==> src/rtl/ucsbece154b_mem_pkg.sv <==
// Shared types and constants for the memory arbiter and the caches that sit on it.
package ucsbece154b_mem_pkg;

  typedef enum logic [1:0] {
    IDLE  = 2'd0,
    REQ   = 2'd1,
    BURST = 2'd2,
    TURN  = 2'd3
  } state_t;

  localparam int unsigned BLOCK_WORDS_DEFAULT = 4;
  localparam int unsigned WORD_SIZE_DEFAULT   = 32;
  localparam logic [31:0] NOP                 = 32'h00000013;

endpackage

==> src/rtl/ucsbece154b_mem_arbiter.sv <==
// Round-robin arbiter granting the icache or dcache access to the SDRAM controller
// for one burst at a time; burst data is forwarded combinationally to the owner.
module ucsbece154b_mem_arbiter
  import ucsbece154b_mem_pkg::*;
#(
  parameter int unsigned BLOCK_WORDS = BLOCK_WORDS_DEFAULT,
  parameter int unsigned WORD_SIZE   = WORD_SIZE_DEFAULT
) (
  input  logic                 clk,
  input  logic                 reset,
  input  logic                 iReadRequest,
  input  logic [31:0]          iReadAddress,
  output logic [WORD_SIZE-1:0] iDataIn,
  output logic                 iDataReady,
  input  logic                 dReadRequest,
  input  logic [31:0]          dReadAddress,
  output logic [WORD_SIZE-1:0] dDataIn,
  output logic                 dDataReady,
  output logic                 memReadRequest,
  output logic [31:0]          memReadAddress,
  input  logic [WORD_SIZE-1:0] memDataIn,
  input  logic                 memDataReady,
  output logic                 grantD,
  output logic                 errBurst
);

  localparam int unsigned CW = $clog2(BLOCK_WORDS) + 1;
  localparam logic [CW-1:0] LAST_WORD = CW'(BLOCK_WORDS - 1);

  state_t        state;
  logic          last_grant;
  logic [CW-1:0] count;
  logic          pick_d;
  logic          owner_req;
  logic          owner_active;

  // dcache wins when it is the only requester, or on a tie when the icache went last
  assign pick_d       = dReadRequest & (~iReadRequest | ~last_grant);
  assign owner_req    = grantD ? dReadRequest : iReadRequest;
  assign owner_active = (state == REQ) || (state == BURST);

  assign iDataIn    = memDataIn;
  assign dDataIn    = memDataIn;
  assign iDataReady = owner_active & ~grantD & memDataReady;
  assign dDataReady = owner_active &  grantD & memDataReady;

  always_ff @(posedge clk or posedge reset) begin
    if (reset) begin
      state          <= IDLE;
      last_grant     <= 1'b1;
      memReadRequest <= 1'b0;
      memReadAddress <= 32'h0;
      grantD         <= 1'b0;
      count          <= '0;
      errBurst       <= 1'b0;
    end else begin
      case (state)
        IDLE: begin
          if (iReadRequest || dReadRequest) begin
            state          <= REQ;
            grantD         <= pick_d;
            last_grant     <= pick_d;
            memReadAddress <= pick_d ? dReadAddress : iReadAddress;
            memReadRequest <= 1'b1;
          end
        end
        REQ: begin
          if (memDataReady) begin
            state          <= BURST;
            count          <= CW'(1);
            memReadRequest <= 1'b0;
          end else if (!owner_req) begin
            state          <= IDLE;
            memReadRequest <= 1'b0;
          end
        end
        BURST: begin
          // a burst that ends early is flagged and never wraps the counter
          if (memDataReady) begin
            count <= count + CW'(1);
            if (count == LAST_WORD) state <= TURN;
          end else begin
            state    <= TURN;
            errBurst <= 1'b1;
          end
        end
        TURN: begin
          state <= IDLE;
          count <= '0;
        end
        default: state <= IDLE;
      endcase
    end
  end

endmodule
==> config.mk <==
export PLATFORM = sky130hd
export DESIGN_NAME = ucsbece154b_mem_arbiter
export DESIGN_NICKNAME = d
export VERILOG_FILES = /design/src/rtl/ucsbece154b_mem_pkg.sv /design/src/rtl/ucsbece154b_mem_arbiter.sv
export SDC_FILE = /design/constraint.sdc
export NUM_CORES = 1
export LEC_CHECK = 0
export ABC_CLOCK_PERIOD_IN_PS = 3210
export BUFFER_PORTS_ARGS = -buffer_cell sky130_fd_sc_hd__buf_2
export CORE_MARGIN = 1
export CORE_UTILIZATION = 43
export DETAILED_ROUTE_END_ITERATION = 7
export GPL_ROUTABILITY_DRIVEN = 0
export GPL_TIMING_DRIVEN = 0
export MAX_ROUTING_LAYER = met4
export PLACE_DENSITY = 0.86
export SYNTH_ARGS = -nofsm -noshare
export SYNTH_HDL_FRONTEND = slang
export SYNTH_SLANG_ARGS = --single-unit
export TNS_END_PERCENT = 20
==> constraint.sdc <==
create_clock -name clk -period 3.21 [get_ports clk]
set_input_delay 0.4815 -clock clk [delete_from_list [all_inputs] [get_ports clk]]
set_output_delay 0.4815 -clock clk [all_outputs]
set_load 0.02 [all_outputs]
-- Yosys cells after proc, flatten, opt, wreduce, memory -nomap -nowiden
Index checks and enable logic that the tools add are counted.
- $add $sub $neg: 1
- reductions and logical operators: 10
- equal/unequal tests: 9
- bitwise logic cells: 10
- multiplexer cells: 15
- operators by type and width (operator ; count):
    two-way mux 32 bit ; 1
    two-way mux 2 bit ; 5
    case mux 3 bit (3 select lines) ; 1
    AND reduction 3 bit ; 3
    case mux 2 bit (4 select lines) ; 1
    two-way mux 3 bit ; 2
    != test 2 bit, second input constant ; 3
    bitwise AND 1 bit ; 5
    equality test 2 bit, second input constant ; 2
    two-way mux 1 bit ; 4
    NOT 1 bit ; 4
    AND reduction 2 bit ; 2
    adder 3 x 1 -> 3 bit, second input constant ; 1
    equality test 3 x 2 -> 1 bit, second input constant ; 1
    != test 3 x 2 -> 1 bit, second input constant ; 1
    != test 3 bit, second input constant ; 1
    nonzero test 3 bit ; 1
    equality test 2 x 1 -> 1 bit, second input constant ; 1
    zero test 2 bit ; 1
    logical OR 1 bit ; 2
    case mux 1 bit (2 select lines) ; 1
    nonzero test 2 bit ; 1
    bitwise OR 1 bit ; 1
- register bits: 41
- input bits: 101
- output and inout port bits: 101

-- Depth between registers and ports, before layout
Gate-level depths: netlist of run 1.
- depth after elaboration: 4
- depth in mapped cells: 7
- depth with buffers taken out: 6

-- Worst setup path after synthesis of run 1
OpenSTA, ideal clock, no wires.
- path kind: reg-to-output
- start: reg state[0]
- end: out iDataReady
- cell stages (with the launch flop): 5
- arrival: 1.072 ns
- required time: 2.728 ns
- setup slack: 1.656 ns
- cells stage by stage: dfrtp_1 inv_1 ha_1 nand2_1 nor2_1
- cells in the longest elaborated chain, start to end: 4
- elaborated cells on any way between the ends: 5
- those cells by class: 2 x eq/ne; 2 x bitwise; 1 x reduce/logical
- RTL lines (item ; RTL line ; RTL):
    from (decl) ; ucsbece154b_mem_arbiter.sv:30 ; state_t state;
    from (signal assigned) ; ucsbece154b_mem_arbiter.sv:49 ; state <= IDLE;
    from (signal assigned) ; ucsbece154b_mem_arbiter.sv:60 ; state <= REQ;
    from (signal assigned) ; ucsbece154b_mem_arbiter.sv:69 ; state <= BURST;
    equality test 2 x 1 -> 1 bit / equality test 2 bit (equally long branches) ; ucsbece154b_mem_arbiter.sv:40 ; assign owner_active = (state == REQ) || (state == BURST);
    logical OR 1 bit (*) ; ucsbece154b_mem_arbiter.sv:40 ;
    bitwise AND 1 bit (*) (2 in a row) ; ucsbece154b_mem_arbiter.sv:44 ; assign iDataReady = owner_active & ~grantD & memDataReady;
    to (decl) ; ucsbece154b_mem_arbiter.sv:14 ; output logic iDataReady,
Mark *: on every way between the ends. The rest lies on a longest branch, timed or not.

-- Worst setup path after layout of run 1
- start: reg state[0]
- end: out dDataReady
- cells in the longest elaborated chain, start to end: 4
- elaborated cells on any way between the ends: 5
- those cells by class: 2 x eq/ne; 2 x bitwise; 1 x reduce/logical
- RTL lines (item ; RTL line ; RTL):
    equality test 2 x 1 -> 1 bit / equality test 2 bit (equally long branches) ; ucsbece154b_mem_arbiter.sv:40 ;
    logical OR 1 bit (*) ; ucsbece154b_mem_arbiter.sv:40 ;
    bitwise AND 1 bit (*) (2 in a row) ; ucsbece154b_mem_arbiter.sv:45 ; assign dDataReady = owner_active & grantD & memDataReady;
    to (decl) ; ucsbece154b_mem_arbiter.sv:18 ; output logic dDataReady,
Marks and branches as above.

==> impl_metrics.py, run 1 <==
metrics = {
    "outcome": {
        "outcome": "complete, no violations",
    },
    "logic_synthesis": {
        "async_reset_ff_frac": 1.00,
        "synth.top_cell.area_share": 0.396,
        "synth_area_per_cell_sq_um": 9.76,
        "synth_nets": 368,
        "ys_seq_elements": 41,
        "synthCells": 259,
        "seq_area_frac_synth": 0.406,
        "synth_cell_types": 26,
        "synth_top_area_cell": "dfrtp_1",
        "synth_flop_cell": "dfrtp_1",
        "yosys_warnings": 0,
        "netlist_top_cells_area": "dfrtp_1, buf_4, mux2i_1",
        "synth_edf_count": 0,
        "synth_area_sq_mm": 0.00253,
    },
    "clock_tree": {
        "cts_resized": 0,
        "tritoncts": "built",
        "clock-sinks": 41,
        "post_cts_buffers": 0,
        "clkTransAtPathRegs_ns": 0.08,
        "cts_buffer_depth": 2,
        "insertion_delay_ns": 0.28,
        "cts_hold_buf": 0,
        "cts-htree-levels": 2,
        "cts_inserted_buffers": 5,
        "root_buffer": "clkbuf_8",
    },
    "sta": {
        "fmax_mhz": 511,
        "slew_viol_final": 0,
        "skew_ns": 0.00262,
        "setup_tns_ns": 0,
        "rsz0062_at_grt": "no",
        "maxSlewHeadroom": 0.428,
        "hold_viol_final": 0,
        "worst_slew_pin_slew_ns": 0.857,
        "finalSetupViolations": 0,
        "timing.final.crit_share": 0.610,
        "period_needed_ns": 1.96,
    },
    "critical_path": {
        "worst_ep_required_time_ns": 2.73,
        "arrival_ns": 1.48,
        "slowest_delay_ns": 0.42,
        "crit_path_end_kind": "output pin",
        "cp_top_family": "flip-flops",
        "critPathSlowestCell": "dfrtp_1",
        "reg2reg_setup_slack_ns": 1.42,
        "r2r_cells": 6,
        "critPathLaunchType": "flip-flop",
        "crit_buf_inv": 2,
        "r2r-end": "count[0]",
        "crit_fanout": 5,
        "path_cells": "inv_1 > ha_1 > and3_1 > buf_2",
        "worstSetupPathType": "flip-flop to output pin",
        "timing.rr.start": "state[0]",
    },
    "floorplanning": {
        "die_height_um": 78.7,
        "ioPinCount": 202,
        "rows": 27,
        "coreArea_sq_mm": 0.00557,
        "die_w_um": 78.7,
        "start_util": 0.453,
        "die-area_sq_mm": 0.00619,
    },
    "finish": {
        "areaGrowthSynthToFinish_pct": 41.0,
        "drive_above_1_share": 0.587,
        "num_antenna_cells": 0,
        "final_cell_mix": "buf_2, buf_4, dfrtp_1, nand2_1, mux2i_1",
        "fin_nets": 544,
        "fill_cells": 473,
        "final_common_cell": "buf_2",
    },
    "placement": {
        "port_buffers": 169,
        "dp_hpwl_mm": 5.07,
    },
    "pwr": {
        "powerDensity_mw_per_mm2": 777,
        "power_uw": 2770,
        "peakVddDrop_v": 0.000487,
        "p_leak_uw": 0.00202,
    },
    "worst_hold_path": {
        "min_path_type": "input port to async pin",
    },
    "detailed_routing": {
        "detail-route-antenna-nets": 0,
        "wire_per_inst_um": 12.4,
        "drt_first_pass_iters": 4,
        "avgViaCountPerCell": 4.58,
        "drt-initial-drc-count": 52,
        "routed_wl_mm": 6.28,
        "drc": 0,
        "vias": 2329,
    },
    "global_routing": {
        "grt_pass1_wl_mm": 9.78,
        "grt_usage": 0.209,
        "overflow": 0,
        "grt_max_degree": 42,
        "grt_pass1_vias": 2211,
        "grt_antenna_before_repair": 0,
    },
    "flow_run": {
        "drv_cap": 0,
    },
}
-- worst max-delay path by stage --
stage	startpoint	end	depth (start not counted)
2_1_floorplan	state[0]	iDataReady	4
3_5_place_dp	state[0]	memReadAddress[5]	7
3_3_place_gp	reset	memReadAddress[28]	2
5_1_grt	state[0]	dDataReady	4
6_report	state[0]	dDataReady	4
4_1_cts	state[0]	dDataReady	4
-- routing by layer --
layer / part of all wire / vias to the layer above / GRT usage
met1: 0.39 / 1051 / 0.234
met3: 0.079 / 9 / 0.0453
met4: 0.014 / 0 / 0.0556
li1: - / 1147 / -
met5: 0 / - / -
met2: 0.52 / 122 / 0.374
-- cell usage after synthesis (2+ instances only) --
master	instances
mux2_2	3
o21ai_1	30
nor2_1	7
a31oi_1	2
dfrtp_1	40
ha_1	8
inv_1	7
a21oi_1	2
nand2_1	36
o21ai_0	3
mux2i_1	35
buf_8	3
nand3b_1	2
clkbuf_1	2
buf_2	5
buf_4	64
-- where the power goes --
part	leakage (uW)	switching (uW)	total, uW	internal [uW]
Clock	0.0000542	173	367	194
Sequential	0.000500	143	912	769
Combinational	0.00146	917	1490	574
-- cells by family (layout without fill, tap and decap cells) --
kind of cell,Yosys count,in the layout,synth area share
buf+inv,82,259,0.236
simple gates,49,49,0.0787
compound gates,41,41,0.0876
flops,41,41,0.406
mux,38,38,0.152
fa+ha+maj,8,8,0.0396
-- through the flow --
step                       util  cell area [sq um]  setup slack, ns  instances  hold slack, ns
final                     0.640               3560             1.25        508           0.365
after global routing      0.640               3560             1.15        508           0.431
after CTS                 0.640               3560             1.24        508           0.388
after detailed placement  0.621               3460             1.46        500           0.457
after global placement    0.621               3460             1.27        500           0.460
after floorplan               -               2530             1.66        259           0.481
-- registers in the layout, summed over array words and instances (netlist names), named ones only --
signal          cells
memReadAddress     32
errBurst            1
memReadRequest      1
last_grant          1
state               1
count               3
grantD              1
-- final cells by class --
| class | instances | area (sq um) | area share |
|---|---|---|---|
| timing repair buffer | 169 | 846 | 0.237 |
| sequential | 41 | 1030 | 0.288 |
| multi-input combinational | 136 | 905 | 0.254 |
| inverter | 7 | 26.3 | 0.00737 |
| clock buffer | 7 | 96.3 | 0.0270 |
| clock inverter | 1 | 5.00 | 0.00140 |
| tap | 72 | 90.1 | 0.0253 |
| buffer | 75 | 569 | 0.160 |
(Power assumes the default switching activity.)
==> run 2, diff against run 1 <==
--- a/config.mk
+++ b/config.mk
@@ -5,15 +5,15 @@
 export SDC_FILE = /design/constraint.sdc
 export NUM_CORES = 1
 export LEC_CHECK = 0
-export ABC_CLOCK_PERIOD_IN_PS = 3210
+export ABC_CLOCK_PERIOD_IN_PS = 1750
 export BUFFER_PORTS_ARGS = -buffer_cell sky130_fd_sc_hd__buf_2
 export CORE_MARGIN = 1
-export CORE_UTILIZATION = 43
+export CORE_UTILIZATION = 36
 export DETAILED_ROUTE_END_ITERATION = 7
 export GPL_ROUTABILITY_DRIVEN = 0
 export GPL_TIMING_DRIVEN = 0
 export MAX_ROUTING_LAYER = met4
-export PLACE_DENSITY = 0.86
+export PLACE_DENSITY = 0.77
 export SYNTH_ARGS = -nofsm -noshare
 export SYNTH_HDL_FRONTEND = slang
 export SYNTH_SLANG_ARGS = --single-unit
==> constraint.sdc (replaced) <==
create_clock -name clk -period 1.75 [get_ports clk]
set_input_delay 0.2625 -clock clk [delete_from_list [all_inputs] [get_ports clk]]
set_output_delay 0.2625 -clock clk [all_outputs]
set_load 0.02 [all_outputs]
==> run 2 against run 1 <==
Net effect: first-iteration DRC count down 1.9%; via count down 0.64%; power up 90%; final area up 2.1%.
==> impl_metrics.py, run 2 (synthesis gave the netlist of run 1 again) <==
metrics = {
    "outcome": {
        "outcome": "complete, no violations",
    },
    "global_routing": {
        "grtUsageMet1": 0.177,
        "groute.layer.met3.usage": 0.0356,
        "grt_usage": 0.167,
        "overflow": 0,
        "grt-busiest-layer": "met2",
        "gr-usage-met2": 0.314,
        "grt_pass1_vias": 2137,
        "grt_max_degree": 42,
        "grt_pass1_wl_mm": 9.52,
        "grt_antenna_before_repair": 0,
    },
    "clock_tree": {
        "clock-sinks": 41,
        "cts_inserted_buffers": 5,
        "insertion_delay_ns": 0.28,
        "tritoncts": "built",
        "cts_buffer_depth": 2,
        "root_buffer": "clkbuf_8",
        "cts-htree-levels": 2,
        "clkTransAtPathRegs_ns": 0.08,
    },
    "floorplanning": {
        "start_util": 0.372,
        "die_height_um": 85.8,
        "rows": 30,
        "coreArea_sq_mm": 0.00679,
        "die-area_sq_mm": 0.00736,
        "ioPinCount": 202,
        "die_w_um": 85.8,
    },
    "pwr": {
        "p_leak_uw": 0.00203,
        "netSwitchingFraction": 0.429,
        "power.switching_uw": 2250,
        "p_int_uw": 3000,
        "peakVddDrop_v": 0.000767,
        "power_frac_comb": 0.539,
        "pwr-share-seq": 0.314,
        "pwr-share-clk": 0.147,
        "powerDensity_mw_per_mm2": 1440,
    },
    "sta": {
        "setup_tns_ns": 0,
        "fmax_mhz": 616,
        "hold_viol_final": 0,
        "rsz0062_at_grt": "no",
        "timing.final.crit_share": 0.928,
        "worst_slew_pin_slew_ns": 0.871,
        "slew_viol_final": 0,
        "finalSetupViolations": 0,
        "final.setup.worst_slack_ns": 0.126,
        "period_needed_ns": 1.62,
        "maxSlewHeadroom": 0.418,
        "skew_ns": 0.00667,
    },
    "finish": {
        "num_antenna_cells": 0,
        "final_common_cell": "buf_2",
        "regArea_sq_mm": 0.00103,
        "top_regs": "memReadAddress (32), count (3)",
        "areaGrowthSynthToFinish_pct": 44.1,
        "drive_above_1_share": 0.597,
        "fill_cells": 613,
        "top_register": "memReadAddress",
        "final_cell_mix": "buf_2, buf_4, dfrtp_1, nand2_1, mux2i_1",
        "largest_reg_flops": 32,
        "fin_util": 0.536,
        "fin_nets": 545,
        "multi_input_area_sq_um": 920,
    },
    "critical_path": {
        "path_cells": "inv_2 > ha_4 > and3_1 > buf_2",
        "slowest_delay_ns": 0.43,
        "critPathSlowestCell": "dfrtp_1",
        "critPathLaunchType": "flip-flop",
        "arrival_ns": 1.36,
        "worst_ep_required_time_ns": 1.49,
        "crit_path_end_kind": "output pin",
        "crit_fanout": 5,
        "worstSetupPathType": "flip-flop to output pin",
    },
    "detailed_routing": {
        "drt_first_pass_iters": 4,
        "vias": 2314,
        "avgViaCountPerCell": 4.34,
        "routed_wl_mm": 5.98,
        "detail-route-antenna-nets": 0,
        "drc": 0,
        "drt-initial-drc-count": 51,
        "wire_per_inst_um": 11.2,
    },
    "placement": {
        "dpl_worst_slack_ns": -0.00229,
        "port_buffers": 169,
        "dp_hpwl_mm": 4.80,
    },
    "worst_hold_path": {
        "min_path_type": "input port to async pin",
    },
    "flow_run": {
        "drv_cap": 0,
    },
}
-- run 2: cell count changes in the layout (fill, tap and decap cells not counted), moves of 2 or more --
cell and change:
inv_2 +2, inv_1 -2, buf_2 -3, buf_4 +4
-- run 2: power by group through the flow --
| stage | clock network [uW] | logic (uW) | registers, uW |
|---|---|---|---|
| after floorplan | 0 | 1390 | 2150 |
| after global placement | 0 | 2720 | 1650 |
| after detailed placement | 0 | 2780 | 1670 |
| after CTS | 812 | 2810 | 1650 |
| after global routing | 848 | 3120 | 1710 |
| final | 772 | 2830 | 1650 |
-- run 2: routing by layer --
metal / share of wire / vias up
li1: - / 1144
met1: 0.39 / 1047
met2: 0.53 / 115
met3: 0.074 / 8
met4: 0.011 / 0
met5: 0 / -
-- run 2: repair_timing --
| action | in CTS | in global routing |
|---|---|---|
| resized for setup | 2 | 8 |
| buffers inserted | 0 | 1 |
| endpoints found under the setup margin | 11 | 35 |
| hold endpoints to repair | 0 | 0 |
| hold buffers | 0 | 0 |
-- run 2: per-stage QoR --
| step | hold slack (ns) | total power, uW | instances | area (sq um) |
|---|---|---|---|---|
| 6_report | 0.162 | 5260 | 533 | 3640 |
| 5_1_grt | 0.227 | 5680 | 533 | 3640 |
| 4_1_cts | 0.186 | 5270 | 532 | 3610 |
| 3_5_place_dp | 0.461 | 4450 | 524 | 3490 |
| 3_3_place_gp | 0.459 | 4360 | 524 | 3490 |
| 2_1_floorplan | 0.336 | 3530 | 259 | 2530 |
-- run 2: final cells by class --
class	count	area share
repair buffers	170	0.235
inverters	7	0.00722
clock buffers	7	0.0237
plain buffers	75	0.158
multi-input cells	136	0.253
flip-flops and latches	41	0.282
well taps	96	0.0330
clock inverters	1	0.00825
-- run 2: critical path, delay by kind of cell, from the launching register on --
family / cells / cell delay, ns
buf+inv: 2 / 0.29
flops: 1 / 0.43
simple gates: 1 / 0.15
fa+ha+maj: 1 / 0.22
-- run 2: worst paths after layout --
path / start / end / slack, ns / cells after the start
setup / recovery: state[0] / dDataReady / 0.13 / 4
hold / removal: reset / memReadAddress[2] / 0.16 / 2
setup reg to reg: state[0] / count[2] / 0.14 / 6
hold reg to reg: errBurst / errBurst / 0.48 / 1
max in group asynchronous: reset / memReadAddress[18] / 1.04 / 2
min in group clk: iReadRequest / last_grant / 0.20 / 2
